**config.mk**
```make
export PLATFORM = sky130hd
export DESIGN_NAME = full_st0_act
export DESIGN_NICKNAME = d
export VERILOG_FILES = /design/src/rtl/full_st0_act_pkg.sv /design/src/rtl/full_st0_act_slice.sv /design/src/rtl/full_st0_act.sv
export SDC_FILE = /design/constraint.sdc
export NUM_CORES = 1
export LEC_CHECK = 0
export ABC_AREA = 1
export CORE_MARGIN = 2
export CORE_UTILIZATION = 56
export CTS_BUF_LIST = sky130_fd_sc_hd__clkbuf_8
export DETAILED_ROUTE_END_ITERATION = 12
export GPL_TIMING_DRIVEN = 1
export PLACE_DENSITY = 0.81
export SYNTH_ARGS = -nofsm -noshare
export SYNTH_HDL_FRONTEND = slang
export SYNTH_SLANG_ARGS = --single-unit
```
**constraint.sdc**
```tcl
create_clock -name clk -period 4.75 [get_ports clk]
set_input_delay 0.95 -clock clk [delete_from_list [all_inputs] [get_ports clk]]
set_output_delay 0.95 -clock clk [all_outputs]
set_load 0.01 [all_outputs]
```
**src/rtl/full_st0_act_pkg.sv**
```systemverilog
// full_st0_act_pkg: float_24_8 type, zero constant and ReLU helpers shared by the activation stage
package full_st0_act_pkg;
    typedef logic [31:0] float_24_8;
    localparam float_24_8 FLOAT_ZERO = 32'h0;
    // strictly positive: sign clear and not a zero encoding
    function automatic logic f24_is_pos(input float_24_8 x);
        return ~x[31] & (|x[30:0]);
    endfunction
    // negative values and both zeros map to +0
    function automatic float_24_8 f24_relu(input float_24_8 x);
        return f24_is_pos(x) ? x : FLOAT_ZERO;
    endfunction
endpackage

```
**src/rtl/full_st0_act_slice.sv**
```systemverilog
// full_st0_act_slice: 2-entry valid/ready skid buffer, 1-cycle latency, full throughput
//  clk, reset (sync, active-low)
//  in_data/in_vld/in_rdy    upstream side; in_rdy is high while the skid entry is free
//  out_data/out_vld/out_rdy downstream side; registered outputs
module full_st0_act_slice #(
    parameter int WIDTH = 33
) (
    input  logic             clk,
    input  logic             reset,
    input  logic [WIDTH-1:0] in_data,
    input  logic             in_vld,
    output logic             in_rdy,
    output logic [WIDTH-1:0] out_data,
    output logic             out_vld,
    input  logic             out_rdy
);
    logic [WIDTH-1:0] sk_data;
    logic             sk_vld;
    assign in_rdy = ~sk_vld;
    always_ff @(posedge clk) begin
        if (!reset) begin
            out_data <= '0;
            out_vld  <= 1'b0;
            sk_data  <= '0;
            sk_vld   <= 1'b0;
        end else if (out_rdy | ~out_vld) begin
            // output register free: refill from the skid entry first, else from the input
            out_vld <= sk_vld | (in_vld & in_rdy);
            if (sk_vld | in_vld)
                out_data <= sk_vld ? sk_data : in_data;
            sk_vld <= 1'b0;
        end else if (in_vld & in_rdy) begin
            sk_data <= in_data;
            sk_vld  <= 1'b1;
        end
    end
endmodule

```
**src/rtl/full_st0_act.sv**
```systemverilog
// full_st0_act: ReLU stage with ping-pong derivative-mask banks for backprop error gating
//  clk, reset (sync, active-low), train_en (1: commit mask banks)
//  stage_0_data_out*  forward input from full_st0      stage_1_data*   relu(x) to full_st1
//  stage_1_error_out* error input from full_st1        stage_0_error*  masked error to full_st0
//  seq_err            sticky: fst arrived while an index counter was mid-vector
module full_st0_act
    import full_st0_act_pkg::*;
#(
    parameter int VEC_LEN = 32,
    parameter int IDX_W   = 5
) (
    input  logic      clk,
    input  logic      reset,
    input  logic      train_en,
    input  float_24_8 stage_0_data_out,
    input  logic      stage_0_data_out_fst,
    input  logic      stage_0_data_out_vld,
    output logic      stage_0_data_out_rdy,
    output float_24_8 stage_1_data,
    output logic      stage_1_data_fst,
    output logic      stage_1_data_vld,
    input  logic      stage_1_data_rdy,
    input  float_24_8 stage_1_error_out,
    input  logic      stage_1_error_out_fst,
    input  logic      stage_1_error_out_vld,
    output logic      stage_1_error_out_rdy,
    output float_24_8 stage_0_error,
    output logic      stage_0_error_fst,
    output logic      stage_0_error_vld,
    input  logic      stage_0_error_rdy,
    output logic      seq_err
);
    localparam logic [IDX_W-1:0] LAST = IDX_W'(VEC_LEN - 1);
    logic [IDX_W-1:0]   widx, ridx, wi, ri;
    logic [VEC_LEN-1:0] mask [2];
    logic [1:0]         bank_cnt;
    logic               wb, rb;
    logic               fwd_space, err_space, fwd_acc, err_acc, do_commit, do_release;
    float_24_8          err_gated;
    // a new vector may not overwrite the write bank while both banks await their errors
    assign stage_0_data_out_rdy  = fwd_space & ~(train_en & (bank_cnt == 2'd2) & (widx == '0));
    assign stage_1_error_out_rdy = err_space & (bank_cnt != 2'd0);
    assign fwd_acc    = stage_0_data_out_vld & stage_0_data_out_rdy;
    assign err_acc    = stage_1_error_out_vld & stage_1_error_out_rdy;
    assign wi         = stage_0_data_out_fst ? '0 : widx;
    assign ri         = stage_1_error_out_fst ? '0 : ridx;
    assign do_commit  = fwd_acc & train_en & (wi == LAST);
    assign do_release = err_acc & (ri == LAST);
    assign err_gated  = mask[rb][ri] ? stage_1_error_out : FLOAT_ZERO;
    always_ff @(posedge clk) begin
        if (!reset) begin
            widx     <= '0;
            ridx     <= '0;
            wb       <= 1'b0;
            rb       <= 1'b0;
            bank_cnt <= 2'd0;
            seq_err  <= 1'b0;
            mask     <= '{default: '0};
        end else begin
            if (fwd_acc) begin
                mask[wb][wi] <= f24_is_pos(stage_0_data_out);
                widx         <= (wi == LAST) ? '0 : wi + 1'b1;
            end
            if (err_acc)
                ridx <= (ri == LAST) ? '0 : ri + 1'b1;
            if ((fwd_acc & stage_0_data_out_fst & (widx != '0)) |
                (err_acc & stage_1_error_out_fst & (ridx != '0)))
                seq_err <= 1'b1;
            wb       <= wb ^ do_commit;
            rb       <= rb ^ do_release;
            bank_cnt <= bank_cnt + {1'b0, do_commit} - {1'b0, do_release};
        end
    end
    full_st0_act_slice #(.WIDTH(33)) u_fwd (
        .clk      (clk),
        .reset    (reset),
        .in_data  ({stage_0_data_out_fst, f24_relu(stage_0_data_out)}),
        .in_vld   (fwd_acc),
        .in_rdy   (fwd_space),
        .out_data ({stage_1_data_fst, stage_1_data}),
        .out_vld  (stage_1_data_vld),
        .out_rdy  (stage_1_data_rdy)
    );
    full_st0_act_slice #(.WIDTH(33)) u_err (
        .clk      (clk),
        .reset    (reset),
        .in_data  ({stage_1_error_out_fst, err_gated}),
        .in_vld   (err_acc),
        .in_rdy   (err_space),
        .out_data ({stage_0_error_fst, stage_0_error}),
        .out_vld  (stage_0_error_vld),
        .out_rdy  (stage_0_error_rdy)
    );
endmodule

```
Yosys cells after proc, flatten, opt, wreduce, memory -nomap -nowiden --
Cells that the tools add are included.
Storage, ports and cells: flip-flop bits (word level) 215, output and inout port bits 71, logic and storage cells 96
Operators by class: add/sub/neg operators 4, order comparisons 6, equality and inequality tests 3, muxes and demuxes 18, bitwise operators 36, reductions and logical operators 13
Operator list (count):
- $mux W32 | 6
- $mux W33 | 2
- $bwmux W64 | 1
- $demux W32 S1 | 1
- $reduce_or A31 Y1 | 1
- $mux W5 | 4
- $and A1 B1 Y1 | 16
- $lt A5 B6 Y1 const B | 2
- $add A5 B1 Y5 const B | 2
- $eq A5 B5 Y1 const B | 2
- $reduce_bool A5 Y1 | 2
- $not A1 Y1 | 9
- $reduce_and A2 Y1 | 4
- $or A1 B1 Y1 | 7
- $bmux W1 S5 | 1
- $demux W1 S5 | 1
- $ge A5 B1 Y1 const B | 1
- $logic_not A5 Y1 | 1
- $ge A2 B2 Y1 const B | 2
- $not A1 Y2 | 2
- $reduce_or A2 Y1 | 2
- $add A2 B1 Y2 | 1
- $eq A2 B2 Y1 const B | 1
- $logic_and A1 B1 Y1 | 2
- 5 further kinds | 7

Longest topological paths before layout --
Gate-level depths: netlist (run 1).
depth after elaboration 10, mapped depth 18, mapped depth without buffers 15

Hierarchy --
From an unflattened synthesis (run 1), not the netlist that was laid out.
Second synthesis, totals: cells, all modules 1986, area total of the unflattened synthesis 11952.7 um^2
Modules (own cells, without submodules):
- full_st0_act_slice | times used 2, cells each 510, area an instance 3169.3 um^2
- full_st0_act | times used 1, cells each 966, area an instance 5614.1 um^2

Worst setup path after synthesis (run 1) --
Ideal clock, no wire load.
kind input to register, from input stage_0_data_out_fst, to register bank_cnt[1], library setup time 120 ps, data arrival time 2752 ps, data required time 4630 ps, slack 1878 ps, cell stages on the path 13, path buffers 1, path through clkbuf_1 -> nor2_1 -> ha_1 -> nand2_1 -> nor2_1 -> ha_1 -> nand3_1 -> ha_1 -> inv_1 -> ha_1 -> xor2_1 -> o21ai_0 -> a21oi_1
On the way: word-level cells in the longest chain between the ends 5
RTL lines:
- start: declaration | RTL line full_st0_act.sv:16 | input logic stage_0_data_out_fst,
- $mux W5 | RTL line full_st0_act.sv:45 | assign wi = stage_0_data_out_fst ? '0 : widx;
- $eq A5 B5 Y1 | RTL line full_st0_act.sv:47 | assign do_commit = fwd_acc & train_en & (wi == LAST);
- $and A1 B1 Y1 | RTL line full_st0_act.sv:47
- $add A2 B1 Y2 | RTL line full_st0_act.sv:71 | bank_cnt <= bank_cnt + {1'b0, do_commit} - {1'b0, do_release};
- $sub A2 B1 Y2 | RTL line full_st0_act.sv:71
- end signal: assignment | RTL line full_st0_act.sv:71
- end: declaration | RTL line full_st0_act.sv:36 | logic [1:0] bank_cnt;
No other way between the ends. A chain may end at the register's enable or synchronous reset.

Worst setup path in the final report (run 1) --
from input stage_1_error_out_fst, to register bank_cnt[1]
On the way: word-level cells in the longest chain between the ends 4
RTL lines:
- start: declaration | RTL line full_st0_act.sv:24 | input logic stage_1_error_out_fst,
- $mux W5 | RTL line full_st0_act.sv:46 | assign ri = stage_1_error_out_fst ? '0 : ridx;
- $eq A5 B5 Y1 | RTL line full_st0_act.sv:48 | assign do_release = err_acc & (ri == LAST);
- $and A1 B1 Y1 | RTL line full_st0_act.sv:48
- $sub A2 B1 Y2 | RTL line full_st0_act.sv:71
No other way between the ends.

==> summary.txt, run 1 <==
Status
  – Outcome: completed

Cells and area
  – Final Core Density: 68.9%
  – Nets: 1767
  – Fill cells: 1572
  – FF+latch area: 0.00430 sq mm
  – Ant. Diodes: 0
  – Area of the multi-input gates: 0.00505 sq mm
  – Area Growth Syn to Fin: 19.7%
  – Final instance area: 0.0125 sq mm
  – Ratio of cells with drive above 1 in the final layout: 6.63%

Floorplan
  – Core ar.: 0.0181 sq mm
  – Die H: 141 um
  – Rows: 49
  – Die Wd: 141 um
  – Starting density of the core: 57.6%
  – Top Ports: 144
  – Total die area: 0.0198 sq mm

Place
  – Area after DPL: 0.0118 sq mm
  – RePlAce Congestion: 0.873
  – Port-buffer cells: 143
  – Hpwl dp: 17500 um

Clock network
  – Num CTS Buffers: 36
  – Worst-skew pair later-pin latency: 0.53 ns
  – TritonCTS Sinks: 215
  – Reg clk slew, reported paths: 0.06 ns
  – CTS tree: done
  – Clock Tree Buf Depth: 3
  – Root buffer cell: clkbuf_8
  – PostCTS Resize Cnt: 0
  – CTS HTree Levels: 2
  – Post-CTS Hold Buffers: 0
  – Post-CTS Setup Repair Bufs: 0

Yosys
  – Mapped Avg Cell Area: 6.57 sq um
  – Cell count after synthesis: 1590
  – Mapped cell area: 0.0104 sq mm
  – Synthesized Nets: 1672
  – Flops & latches, synth: 215
  – Synth cell types: 31
  – Register area share after synthesis: 41.2%
  – Synth Warn #: 0

Power
  – Peak supply drop: 0.212 mV
  – Pleak: 5.72 nW
  – Pwr dens: 308 mW/mm^2

Route
  – Iteration-0 DRC Markers: 612
  – Routed wl met2: 13100 um
  – DR WL met3: 1880 um
  – Vias: 10392
  – Routed length per instance: 14.3 um
  – Highest Signal Layer: met4
  – Vias/cell: 5.37
  – DRT met1 WL: 12100 um
  – Total wire length: 27700 um
  – Final ANT Viol Nets: 0
  – DRC Markers: 0
  – Router iterations before antenna repair: 5

Worst setup path
  – Max stage delay on crit path: 0.54 ns
  – Critical-path top delay cell: clkdlybuf4s50_1
  – Arrival time worst endpoint: 3.78 ns
  – CP cell instances: clkdlybuf4s50_1, inv_2, nand2_4, inv_2, ha_1, inv_1, nor3_1, ha_1, nand2_1, inv_1, ha_1, inv_1, ha_1, xor2_1, o21ai_0, a21oi_1
  – Worst Setup Path Type: in -> reg
  – Cell mode on critical path: ha_1
  – Crit. End Element: flop
  – CP Max Fanout: 20
  – CP Launch Type: input port
  – R2r worst-path depth: 16
  – Worst Path Required: 5.21 ns

Global routing
  – Total global routing overflow: 0
  – First-pass GRT wire length: 46400 um
  – Largest net degree at the start of global routing: 80
  – Vias in the first global route: 9739
  – Initial antenna violation count: 0
  – Total GRT Usage: 27.9%

Timing
  – Final Cycle Share: 70.0%
  – Max_slew headroom: 24.9%
  – Final Max Tran Viols: 0
  – Hold_ws: 0.457 ns
  – Tightest Pin Transition: 1.13 ns
  – RSZ-0062 raised after global routing: false
  – Final hold vios: 0
  – Final setup viols: 0
  – Sum of negative setup slack: 0 ns
  – Crit path time final: 3.33 ns
  – Max Clk Rate: 301 MHz
  – Layout Skew: 0.0135 ns

Flow run
  – Max-Cap Viols: 0

Min path
  – Hold path depth: 2
  – Worst hold path type: reg -> reg
-- where the power goes --
group          internal (mW)  total [mW]  switching (mW)  leakage [nW]
sequential              1.85        1.87          0.0241          1.74
combinational          0.173       0.420           0.247          3.59
clock                  0.829        1.56           0.728         0.389
total                   2.85        3.85           0.999          5.72
-- per-stage QoR --
stage / worst slack (ns) / cells / power [mW]
3_5_place_dp: 0.920 / 1876 / 2.32
6_report: 1.42 / 1934 / 3.85
3_3_place_gp: 1.04 / 1876 / 2.32
2_1_floorplan: 1.88 / 1590 / 2.15
4_1_cts: 1.46 / 1934 / 3.87
5_1_grt: 1.17 / 1934 / 4.00
-- state kept, by name, indices dropped and copies added (netlist names) --
signal	cells
mask	64
u_err.out_vld	1
u_err.sk_vld	1
bank_cnt	2
u_fwd.sk_data	33
wb	1
u_err.sk_data	33
ridx	5
u_fwd.sk_vld	1
rb	1
u_fwd.out_vld	1
u_fwd.out_data	33
widx	5
u_err.out_data	33
seq_err	1
-- routing by layer --
layer	global-route usage [%]	up-vias
met5	0	-
met4	9.84	0
met3	5.33	52
met2	45.8	374
met1	37.0	4735
li1	-	5231
-- cell type report --
class                      instances  area share, %
clock buffer                      44           4.84
timing repair buffer             160           12.5
inverter                         169           5.07
tap                              229           2.29
clock inverter                    14          0.470
multi-input combinational       1103           40.4
sequential                       215           34.4
-- cells in the mapped netlist --
| cell | number | area, sq um |
|---|---|---|
| nand2_1 | 357 | 1340 |
| nor2_1 | 264 | 991 |
| dfxtp_1 | 215 | 4300 |
| a21oi_1 | 182 | 911 |
| inv_1 | 165 | 619 |
| o21ai_0 | 133 | 666 |
| clkbuf_1 | 61 | 229 |
| nand3_1 | 45 | 225 |
| nand2_2 | 30 | 188 |
| o211ai_1 | 26 | 195 |
| buf_2 | 25 | 125 |
| nor3_1 | 12 | 60.1 |
| o21a_1 | 11 | 82.6 |
| buf_1 | 10 | 37.5 |
| ha_1 | 9 | 113 |
| nand4_1 | 8 | 50.1 |
| a211oi_1 | 4 | 30.0 |
| inv_2 | 4 | 15.0 |
| nor2_2 | 4 | 25.0 |
| buf_12 | 3 | 60.1 |
| nand3_2 | 3 | 30.0 |
| o21ai_1 | 3 | 15.0 |
| xor2_1 | 3 | 26.3 |
| a31oi_1 | 2 | 12.5 |
| buf_4 | 2 | 15.0 |
| buf_6 | 2 | 22.5 |
| nand2_4 | 2 | 22.5 |
| nor4_1 | 2 | 12.5 |
| nor2_4 | 1 | 11.3 |
| o311ai_0 | 1 | 8.76 |
| or2_2 | 1 | 6.26 |
-- cells by family after synthesis --
family / synth area share, %
fa+ha+maj: 1.08
simple gates: 28.3
xor+xnor: 0.252
compound gates: 18.4
flops: 41.2
buf+inv: 10.8
-- placed cells by master, fill, tap and decap left out, drive strengths merged --
master         count
nand2            389
nor2             269
dfxtp            215
a21oi            182
inv              180
clkdlybuf4s50    142
o21ai            136
nand3             48
clkbuf            44
o211ai            26
buf               18
nor3              12
o21a              11
ha                 9
nand4              8
a211oi             4
xor2               3
clkinv             3
a31oi              2
nor4               2
or2                1
o311ai             1
-- worst paths after layout --
kind                    startpoint                              end  slack (ns)
max          stage_1_error_out_fst           bank_cnt[1]$_SDFF_PN0_        1.42
min          mask[18]$_SDFFE_PN0P_            mask[18]$_SDFFE_PN0P_        0.46
max reg2reg          rb$_SDFF_PN0_  u_err.out_data[17]$_SDFFE_PN0P_        1.99
min reg2reg  mask[18]$_SDFFE_PN0P_            mask[18]$_SDFFE_PN0P_        0.46
-- critical path: cells and delay by family --
family          cells  cell delay [ns]
compound gates      2             0.24
xor+xnor            1             0.18
fa+ha+maj           4             0.77
buf+inv             6             1.21
simple gates        3             0.43
Note: power is estimated with default switching activity, not from simulation.
==> run 2, diff against run 1 <==
CORE_UTILIZATION = 52   (was 56)
PLACE_DENSITY = 0.79   (was 0.81)
clock period = 2.7 ns   (was 4.75 ns; I/O delays follow)
==> run 2 against run 1 <==
Effect of this change: die area increased by 7.5%; non-clock buffer count increased by 45; largest cell class unchanged; largest power group unchanged; sequential share of layout area decreased by 1.6 points; register-to-register slack got worse by 1.6 ns; global-route usage decreased by 1.5 points; power increased by 83%; worst setup slack got worse by 1.3 ns; first-iteration DRC count increased by 22%; critical endpoint is now stage_0_data_out_rdy; critical path type is now reg -> out; via count increased by 1.8%; clock power increased by 90%; combinational power increased by 91%.
==> summary.txt, run 2 (same netlist as run 1, synthesis figures left out) <==
Global routing
  – Largest net degree at the start of global routing: 134 (+68%)
  – Total GRT Usage: 26.4% (-1.5 points)
  – First-pass GRT wire length: 47500 um (+2.3%)
  – Vias in the first global route: 10051 (+3.2%)
  – Total global routing overflow: 0 (unchanged)
  – Initial antenna violation count: 0 (unchanged)

Min path
  – Hold path depth: 1 (-1)
  – Worst hold path type: reg -> reg

Cells and area
  – Largest register by flop count: mask
  – Ratio of cells with drive above 1 in the final layout: 9.56% (+2.9 points)
  – Fill cells: 1741 (+11%)
  – Nets: 1814 (+2.7%)
  – Area of the multi-input gates: 0.00505 sq mm (unchanged)
  – FF+latch area: 0.00431 sq mm (+0.12%)
  – Area Growth Syn to Fin: 25.8%
  – Number of flip-flops in the largest register: 64 (unchanged)
  – Commonest non-fill, non-tap cells in the layout: nand2_1 (356), nor2_1 (261), dfxtp_1 (213), a21oi_1 (182), inv_1 (174)
  – Ant. Diodes: 0 (unchanged)
  – Final Non-Filler Cells: 2022 (+4.6%)
  – Final Core Density: 67.1% (-1.8 points)
  – Most common cell after layout, fill and taps aside: nand2_1

Floorplan
  – Rows: 51 (+4.1%)
  – Die H: 146 um (+3.7%)
  – Die Wd: 146 um (+3.7%)
  – Total die area: 0.0212 sq mm (+7.5%)
  – Starting density of the core: 53.3% (-4.2 points)
  – Core ar.: 0.0196 sq mm (+7.9%)
  – Top Ports: 144 (unchanged)

Worst setup path
  – Cell mode on critical path: nor2_1
  – Worst Path Required: 2.16 ns (-3.05 ns)
  – R2r worst-path depth: 14 (-2)
  – Worst Setup Path Type: reg -> out
  – CP Launch Type: flop
  – Crit-path leading delay family: buffers and inverters
  – Max stage delay on crit path: 0.53 ns (about the same)
  – Crit path buffers/inverters: 2 (-4)
  – Arrival time worst endpoint: 2.02 ns (-1.76 ns)
  – Crit. End Element: primary output
  – CP cell instances: nor2_1, nand4_1, nor2_1, a31oi_1, buf_4, clkdlybuf4s50_1
  – CP Max Fanout: 6 (-70%)
  – Critical path depth in cells: 6 (-10)
  – Critical-path top delay cell: clkdlybuf4s50_1

Timing
  – Tightest Pin Transition: 0.643 ns (-0.482 ns)
  – Final Cycle Share: 94.8%
  – Sum of negative setup slack: 0 ns (unchanged)
  – RSZ-0062 raised after global routing: false
  – Setup ws final: 0.141 ns (-1.28 ns)
  – Layout Skew: 0.0186 ns (+0.00505 ns)
  – Final setup viols: 0 (unchanged)
  – Final hold vios: 0 (unchanged)
  – Crit path time final: 2.56 ns
  – Max_slew headroom: 57.1% (+32 points)
  – Final Max Tran Viols: 0 (unchanged)
  – Max Clk Rate: 391 MHz

Route
  – Routed wl met2: 13400 um (+2.2%)
  – Final ANT Viol Nets: 0 (unchanged)
  – DR WL met3: 1940 um (+3.3%)
  – Vias: 10580 (+1.8%)
  – Vias/cell: 5.23 (-2.6%)
  – DRT met1 WL: 12400 um (+2.4%)
  – Total wire length: 28300 um (+2.3%)
  – Routed length per instance: 14.0 um (-2.2%)
  – Iteration-0 DRC Markers: 745 (+22%)
  – DRC Markers: 0 (unchanged)
  – Highest Signal Layer: met4
  – Router iterations before antenna repair: 5 (unchanged)

Place
  – RePlAce Congestion: 0.857 (-1.9%)
  – Hpwl dp: 18100 um (+3.3%)
  – Port-buffer cells: 143 (unchanged)
  – Dpl ws: -0.212 ns (-1.13 ns)
  – Placed insts: 1957 (+4.3%)

Clock network
  – Root buffer cell: clkbuf_8
  – Post-CTS Hold Buffers: 0 (unchanged)
  – Post-CTS Setup Repair Bufs: 0 (unchanged)
  – Clock Tree Buf Depth: 3 (unchanged)
  – Num CTS Buffers: 38 (+5.6%)
  – Worst-skew pair later-pin latency: 0.53 ns (about the same)
  – Reg clk slew, reported paths: 0.06 ns (about the same)
  – PostCTS Resize Cnt: 0 (unchanged)
  – TritonCTS Sinks: 215 (unchanged)
  – CTS tree: done
  – CTS HTree Levels: 2 (unchanged)

Flow run
  – Max-Cap Viols: 0 (unchanged)

Power
  – Pleak: 6.04 nW (+5.6%)
  – Peak supply drop: 0.391 mV (+85%)
  – Pwr dens: 537 mW/mm^2 (+75%)

Status
  – Outcome: completed
==> run 2: changes by cell type in the layout (fill, tap and decap cells not counted), sizes merged <==
cell      change
inv           -2
buf          +45
clkinv        +2
clkinvlp      +1
clkbuf        +6
==> run 2: metrics by stage <==
| stage | power (mW) | hold WS (ns) | instance area, sq um |
|---|---|---|---|
| finish | 7.06 | 0.454 | 13100 |
| global route | 7.35 | 0.478 | 13100 |
| CTS | 7.10 | 0.457 | 13100 |
| detailed placement | 4.16 | 0.449 | 12400 |
| global placement | 4.14 | 0.441 | 12400 |
| floorplan | 3.79 | 0.422 | 10400 |
==> run 2: area by class of cell <==
cell class	count	share of cell area, %
Multi-Input combinational cell	1103	38.4
Sequential cell	215	32.8
Timing Repair Buffer	205	15.7
Clock buffer	50	5.24
Inverter	169	4.83
Tap cell	265	2.52
Clock inverter	15	0.486
==> run 2: per-layer routing <==
metal | track usage (%) | vias up
met1 | 34.6 | 4863
met5 | 0 | -
met2 | 44.1 | 344
met4 | 8.73 | 0
met3 | 4.80 | 52
li1 | - | 5321
==> run 2: final timing paths <==
kind                                from                         endpoint  slack (ns)
setup / recovery    widx[2]$_SDFFE_PN0P_             stage_0_data_out_rdy        0.14
hold / removal    bank_cnt[1]$_SDFF_PN0_           bank_cnt[1]$_SDFF_PN0_        0.45
setup reg to reg    widx[2]$_SDFFE_PN0P_  u_fwd.out_data[15]$_SDFFE_PN0P_        0.43
hold reg to reg   bank_cnt[1]$_SDFF_PN0_           bank_cnt[1]$_SDFF_PN0_        0.45
==> run 2: where the power goes <==
| part | total (mW) | switching (mW) | leakage (nW) | internal [mW] |
|---|---|---|---|---|
| clock | 2.96 | 1.32 | 0.430 | 1.65 |
| sequential | 3.29 | 0.0434 | 1.74 | 3.25 |
| combinational | 0.804 | 0.447 | 3.87 | 0.357 |
| total | 7.06 | 1.81 | 6.04 | 5.25 |
==> run 2: worst register-to-register path, delay by kind of cell, from the launching register on <==
kind | cells | cell delay, ns
buffers and inverters | 4 | 0.70
and+or+nand+nor | 9 | 0.99
DFF | 1 | 0.37
AOI/OAI and AO/OA | 1 | 0.10
==> run 3, diff against run 2 <==
CAP_MARGIN = 25   (was unset)
==> results of run 3 <==
Same layout as run 2: the final DEF is identical, and so are final timing and power.
